==> src/rtl/bcd_add_pkg.sv <==
// Shared definitions for the serial BCD adder controller: state encoding,
// digit constants and the datapath digit width.
package bcd_add_pkg;

    typedef enum logic [2:0] {
        IDLE,
        LOAD,
        SUM,
        WAIT,
        FIX,
        NEXT,
        DONE
    } state_t;

    localparam int          C_W     = 5;
    localparam logic [3:0]  BCD_MAX = 4'd9;
    localparam logic [3:0]  BCD_FIX = 4'd6;

    // A raw digit sum needs the +6 correction when it is strictly above 9.
    function automatic logic needs_fix(input logic [C_W-1:0] c);
        return c > {1'b0, BCD_MAX};
    endfunction

endpackage

==> src/rtl/bcd_add_ctrl.sv <==
// Control FSM for the n-digit serial BCD adder datapath. Walks the digits
// least significant first, issuing sum / settle / +6 / carry / index strobes,
// and reports busy and a one-cycle done pulse.
// Optional macro BCD_ADD_CARRY_OUT_EN adds a carry_out port holding the carry
// out of the most significant digit; without it that carry is discarded.
module bcd_add_ctrl
    import bcd_add_pkg::*;
#(
    parameter int N_DIGITS = 6,
    parameter int S_W      = 4
) (
    input  logic           clk,
    input  logic           rst,
    input  logic           start,
    input  logic [S_W-1:0] s_in,
    input  logic [4:0]     c_cur,
    output logic           state_load,
    output logic           state_sum,
    output logic           state_wait,
    output logic           state_plus_6_c,
    output logic           state_inc_c,
    output logic           state_inc_s,
    output logic           busy,
    output logic           done
`ifdef BCD_ADD_CARRY_OUT_EN
    ,
    output logic           carry_out
`endif
);

    localparam logic [S_W-1:0] LAST_S = S_W'(N_DIGITS - 1);

    state_t state_q;
    state_t state_d;
    logic   last_digit;

    assign last_digit = (s_in == LAST_S);

    // State register, cleared asynchronously when rst is pulled low.
    always_ff @(posedge clk or negedge rst) begin
        if (!rst) begin
            state_q <= IDLE;
        end else begin
            state_q <= state_d;
        end
    end

    // Next-state logic: one digit per SUM/WAIT/[FIX]/NEXT loop.
    always_comb begin
        state_d = state_q;
        case (state_q)
            IDLE:    state_d = start ? LOAD : IDLE;
            LOAD:    state_d = SUM;
            SUM:     state_d = WAIT;
            WAIT:    state_d = needs_fix(c_cur) ? FIX : NEXT;
            FIX:     state_d = NEXT;
            NEXT:    state_d = last_digit ? DONE : SUM;
            DONE:    state_d = IDLE;
            default: state_d = IDLE;
        endcase
    end

    // Output decode of the registered state; the carry into the next digit is
    // suppressed on the last digit so nothing is written past the top.
    always_comb begin
        state_load     = 1'b0;
        state_sum      = 1'b0;
        state_wait     = 1'b0;
        state_plus_6_c = 1'b0;
        state_inc_c    = 1'b0;
        state_inc_s    = 1'b0;
        done           = 1'b0;
        busy           = (state_q != IDLE);
        case (state_q)
            LOAD:    state_load = 1'b1;
            SUM:     state_sum  = 1'b1;
            WAIT:    state_wait = 1'b1;
            FIX: begin
                state_plus_6_c = 1'b1;
                state_inc_c    = !last_digit;
            end
            NEXT:    state_inc_s = !last_digit;
            DONE:    done        = 1'b1;
            default: ;
        endcase
    end

`ifdef BCD_ADD_CARRY_OUT_EN
    logic carry_q;
    logic carry_d;

    // Carry out of the top digit: cleared on load, set when the top digit is corrected.
    always_comb begin
        carry_d = carry_q;
        if (state_q == LOAD) begin
            carry_d = 1'b0;
        end else if (state_q == FIX && last_digit) begin
            carry_d = 1'b1;
        end
    end

    // Carry-out register, holds from DONE until the next LOAD.
    always_ff @(posedge clk or negedge rst) begin
        if (!rst) begin
            carry_q <= 1'b0;
        end else begin
            carry_q <= carry_d;
        end
    end

    assign carry_out = carry_q;
`endif

endmodule

==> config.mk <==
export PLATFORM = sky130hd
export DESIGN_NAME = bcd_add_ctrl
export DESIGN_NICKNAME = d
export VERILOG_FILES = /design/src/rtl/bcd_add_pkg.sv /design/src/rtl/bcd_add_ctrl.sv
export SDC_FILE = /design/constraint.sdc
export NUM_CORES = 1
export LEC_CHECK = 0
export CAP_MARGIN = 25
export CORE_AREA = 5 5 42 44
export DETAILED_ROUTE_END_ITERATION = 8
export DIE_AREA = 0 0 47 49
export GPL_TIMING_DRIVEN = 0
export REMOVE_ABC_BUFFERS = 1
export SLEW_MARGIN = 25
export SYNTH_ARGS = -nofsm -noshare
export SYNTH_HDL_FRONTEND = slang
export SYNTH_SLANG_ARGS = --single-unit
export TNS_END_PERCENT = 10
==> constraint.sdc <==
create_clock -name clk -period 1.4 [get_ports clk]
set_input_delay 0.28 -clock clk [delete_from_list [all_inputs] [get_ports clk]]
set_output_delay 0.28 -clock clk [all_outputs]
set_load 0.005 [all_outputs]
==> results.yml, run 1 <==
die:
  io_pins: 20
  floorplan.initialDensity: 0.157
  die_w_um: 47
  die_h_um: 49
  core-area_um2: 1400
  fp-row-count: 14
  die_area_um2: 2300
finish:
  fillers: 158
  regMostFlops: "state_q"
  antenna_cells: 0
  final_nets: 65
  fin_area_um2: 472
  largest_register_ffs: 3
  drive_gt1_frac: 0.577
  stdcell_count: 68
  syn2layout_area_growth_pct: 114
  top_regs: "state_q: 3 flops"
  final_cell_mix: "clkdlybuf4s50_1 (6), buf_2 (6), buf_4 (5)"
grt:
  grt.total_usage: 0.0628
  grt_max_degree: 7
  grt_pass1_vias: 268
  grt_pass1_wl_um: 979
  overflow: 0
  antenna_found_initial: 0
critical_path:
  crit_type: "input pin to output pin"
  cp_max_fo: 2
  path_depth: 6
  start_kind: "input pin"
  crit_start: "s_in[1]"
  r2r-start: "state_q[0]"
  required_ps: 1120
  endpoint: "state_inc_c"
  regToRegEndpoint: "state_q[2]"
  worstPathBufferInverterCount: 3
  crit_path_cell_trace: "buf_6, or4bb_1, nand2_1, buf_4, nor3_2, buf_2"
  cp-end-kind: "output pin"
  r2r_cells: 4
  critical_path_arrival_ps: 1230
  critPathTopFamily: "simple AND/OR/NAND/NOR gates"
  regToRegSetupSlack_ps: 80
  cpPeakStageDelay_ps: 510
  worst_path_max_delay_cell: "or4bb_1"
clock_network:
  clock-root-buffer: "clkbuf_4"
  cts_tree: "built"
  clock_latency_ps: 240
  numCtsBuffers: 3
  cts-hold-fix-buffers: 0
  htreeDepth: 1
  clk_path_buf_depth: 2
  cts.sinks: 3
  cts.clk_slew.worst_paths_ps: 40
timing:
  skew_ps: 4.72
  fin_crit_ps: 1510
  finalSetupViolations: 4
  clock.fmax_mhz: 663
  rsz0062_at_grt: "true"
  tightest_slew_ps: 244
  finalSetupTns_ps: -230
  slew-limit-headroom: 0.837
  hold_ws_ps: 227
  worst_slack_ps: -109
  fin_crit_sh: 1.08
  hold_violations: 0
  slew_viol_final: 0
logic_synthesis:
  netlist-cell-type-count: 17
  synthCells: 26
  synth_top_area_frac: 0.341
  synth_area_leader_cell: "dfrtp_1"
  ys_ff_latch: 3
  syn_area_um2: 220
  synth.top_cells.by_area: "dfrtp_1 (34%), nor3_1 (6.8%), nor2_1 (6.8%)"
  avgSynthCellArea_um2: 8.47
  yosysSeqAreaShare: 0.341
  ys_warn_count: 0
hold_path:
  hp-class: "input pin to async pin"
place:
  gp_congestion: 0.665
  place_area_um2: 402
  port_buffers: 18
  dpl.cell_count: 58
drt:
  via_count: 283
  first_iter_violations: 1
  ant_nets: 0
  vias_per_cell: 4.16
  drc: 0
  first_pass_iters: 2
  wl_per_cell_um: 9.97
  wirelength_um: 678
power:
  p_per_area_nw_per_um2: 1870
  p_leak_nw: 0.221
  power_uw: 881
  ir_drop_v: 0.000514
run:
  cap_viol_max_count: 0
status:
  outcome: "finished with violations"
  violations: "setup timing"
how the worst min path moves through the flow:
stage	end	slack, ps	cells past startpoint
after global placement	state_q[1]	470	1
after detailed placement	state_q[0]	470	1
after floorplan	state_q[0]	-20	0
after CTS	state_q[1]	230	1
after global routing	state_q[1]	240	1
final	state_q[1]	230	1
power breakdown:
part / switching, mW / internal (mW)
clock network: 0.0448 / 0.107
registers: 0.0489 / 0.136
logic: 0.228 / 0.318
metal layers:
metal / up-vias / global-route usage / part of all wire
li1: 142 / - / -
met1: 123 / 0.0664 / 0.41
met2: 16 / 0.0928 / 0.47
met3: 2 / 0.0111 / 0.094
met4: 0 / 0.0691 / 0.025
met5: - / 0 / 0
cell families after synthesis:
kind of cell           Yosys count  synth area share
and+or+nand+nor                 17             0.460
DFF                              3             0.341
AOI/OAI and AO/OA                3            0.0966
buffers and inverters            3             0.102
what timing repair did:
| action | CTS | global route |
|---|---|---|
| pin swaps | 4 | 0 |
| resized for setup | 43 | 9 |
| buffers inserted | 6 | 0 |
| endpoints found under the setup margin | 8 | 7 |
cells in the mapped netlist:
master / n
buf_4: 1
nand2_1: 3
nor2_1: 4
nor3_1: 3
or3_2: 1
or3_1: 1
a221oi_1: 1
dfrtp_1: 3
inv_1: 1
nor2_2: 1
o21ai_0: 1
or2b_2: 1
buf_6: 1
a21o_1: 1
nor3b_2: 1
nand3b_1: 1
or4bb_1: 1
worst register-to-register path, cell delays in order, from the launching register on:
cell	delay (ps)
dfrtp_2	400
buf_4	140
buf_6	130
nor3b_4	150
or3_1	370
metrics by stage:
stage / utilization / setup WS (ps)
floorplan: - / 188
global placement: 0.287 / -717
detailed placement: 0.287 / -711
CTS: 0.334 / -143
global route: 0.337 / -160
finish: 0.337 / -109
area by class of cell:
class | instances | area [µm²] | share of cell area
Clock buffer | 4 | 26.3 | 0.0557
Tap cell | 16 | 20.0 | 0.0424
Sequential cell | 3 | 78.8 | 0.167
Timing Repair Buffer | 24 | 190 | 0.403
Multi-Input combinational cell | 20 | 153 | 0.324
Inverter | 1 | 3.75 | 0.00796
Note: power is estimated with default switching activity, not from simulation.
==> run 2: changes to the inputs <==
- MAX_ROUTING_LAYER: unset -> met4
- RECOVER_POWER: unset -> 25
==> run 2 against run 1 <==
  * The run still ends with setup timing left
  * Clock power about the same
  * Die area unchanged
  * Design area unchanged
  * Count of clock-buffer cells in the layout unchanged
  * Global-route usage increased by 0.16 points
  * Worst hold slack improved by 69 ps
  * Critical path type unchanged
  * Largest power group unchanged
  * Highest routed layer unchanged
==> results.yml, run 2 (same netlist as run 1, synthesis figures left out) <==
critical_path:
  start_kind: "input pin"
  required_ps: 1120
  worst_path_max_delay_cell: "or4bb_1"
  crit_path_cell_trace: "buf_6, or4bb_1, nand2_1, buf_4, nor3_2, buf_2"
  regToRegEndpoint: "state_q[2]"
  r2r_cells: 4
  crit_type: "input pin to output pin"
  r2r-start: "state_q[0]"
  regToRegSetupSlack_ps: 80
  cp-end-kind: "output pin"
  cpPeakStageDelay_ps: 510
  critical_path_arrival_ps: 1230
  cp_max_fo: 2
die:
  io_pins: 20
  die_w_um: 47
  core-area_um2: 1400
  die_area_um2: 2300
  floorplan.initialDensity: 0.157
  die_h_um: 49
  fp-row-count: 14
finish:
  regMostFlops: "state_q"
  largest_register_ffs: 3
  antenna_cells: 0
  final_nets: 65
  final_common_cell: "buf_2"
  top_regs: "state_q: 3 flops"
  stdcell_count: 68
  final_cell_mix: "buf_2 (6), clkdlybuf4s50_1 (5), buf_4 (5)"
  syn2layout_area_growth_pct: 114
  drive_gt1_frac: 0.577
timing:
  tightest_slew_ps: 255
  slew-limit-headroom: 0.830
  hold_ws_ps: 297
  skew_ps: 5.13
  slew_viol_final: 0
  finalSetupViolations: 4
  worst_slack_ps: -108
  rsz0062_at_grt: "true"
  finalSetupTns_ps: -233
  clock.fmax_mhz: 663
  fin_crit_ps: 1510
  fin_crit_sh: 1.08
  hold_violations: 0
power:
  p_per_area_nw_per_um2: 1870
  ir_drop_v: 0.000515
  p_leak_nw: 0.221
grt:
  grt_pass1_vias: 268
  overflow: 0
  grt_pass1_wl_um: 979
  antenna_found_initial: 0
  grt.total_usage: 0.0644
  grt_max_degree: 7
drt:
  wirelength_um: 686
  drc: 0
  first_pass_iters: 3
  wl_per_cell_um: 10.1
  first_iter_violations: 1
  via_count: 281
  vias_per_cell: 4.13
  ant_nets: 0
hold_path:
  hp-class: "input pin to async pin"
clock_network:
  htreeDepth: 1
  clock_latency_ps: 240
  cts_tree: "built"
  clock-root-buffer: "clkbuf_4"
  cts.clk_slew.worst_paths_ps: 40
  cts.sinks: 3
  numCtsBuffers: 3
  clk_path_buf_depth: 2
place:
  port_buffers: 18
  dp_slack_ps: -711
  gp_congestion: 0.672
  dpl.cell_count: 58
run:
  cap_viol_max_count: 0
status:
  violations: "setup timing"
  outcome: "finished with violations"
-- run 2: worst max-delay path by stage --
stage	startpoint	end	slack [ps]	depth (start not counted)
finish	s_in[1]	state_inc_c	-110	6
global route	s_in[1]	state_inc_c	-160	6
CTS	state_q[0]	state_wait	-140	4
detailed placement	s_in[2]	state_inc_c	-710	5
global placement	s_in[2]	state_inc_c	-720	5
floorplan	s_in[1]	state_inc_c	190	3
-- run 2: power by group --
part           internal [mW]  switching [mW]
sequential             0.136          0.0486
combinational          0.317           0.229
clock                  0.107          0.0451
-- run 2: critical path, delay by kind of cell --
kind | cells | cell delay (ps)
buffers and inverters | 3 | 310
and+or+nand+nor | 3 | 630
-- run 2: cell type report --
type,count,area [µm²]
Tap cell,16,20.0
Sequential cell,3,78.8
Inverter,1,3.75
Multi-Input combinational cell,20,153
Fill cell,158,930
Clock buffer,4,26.3
Timing Repair Buffer,24,190
-- run 2: per-layer routing --
layer | track usage | share of wire
met4 | 0.0691 | 0.025
met2 | 0.0928 | 0.46
met5 | - | 0
met1 | 0.0664 | 0.42
met3 | 0.0111 | 0.092
-- run 2: what timing repair did --
action / CTS / global route
hold buffers: 0 / 0
resized for setup: 43 / 9
setup buffers: 6 / 0
pin swaps: 4 / 0
setup endpoints to repair: 8 / 7
-- run 2: stage by stage --
stage	utilization	total power, mW	area [µm²]
after floorplan	-	0.357	201
after global placement	0.287	0.577	402
after detailed placement	0.287	0.576	402
after CTS	0.334	0.841	468
after global routing	0.337	0.956	472
final	0.337	0.882	472
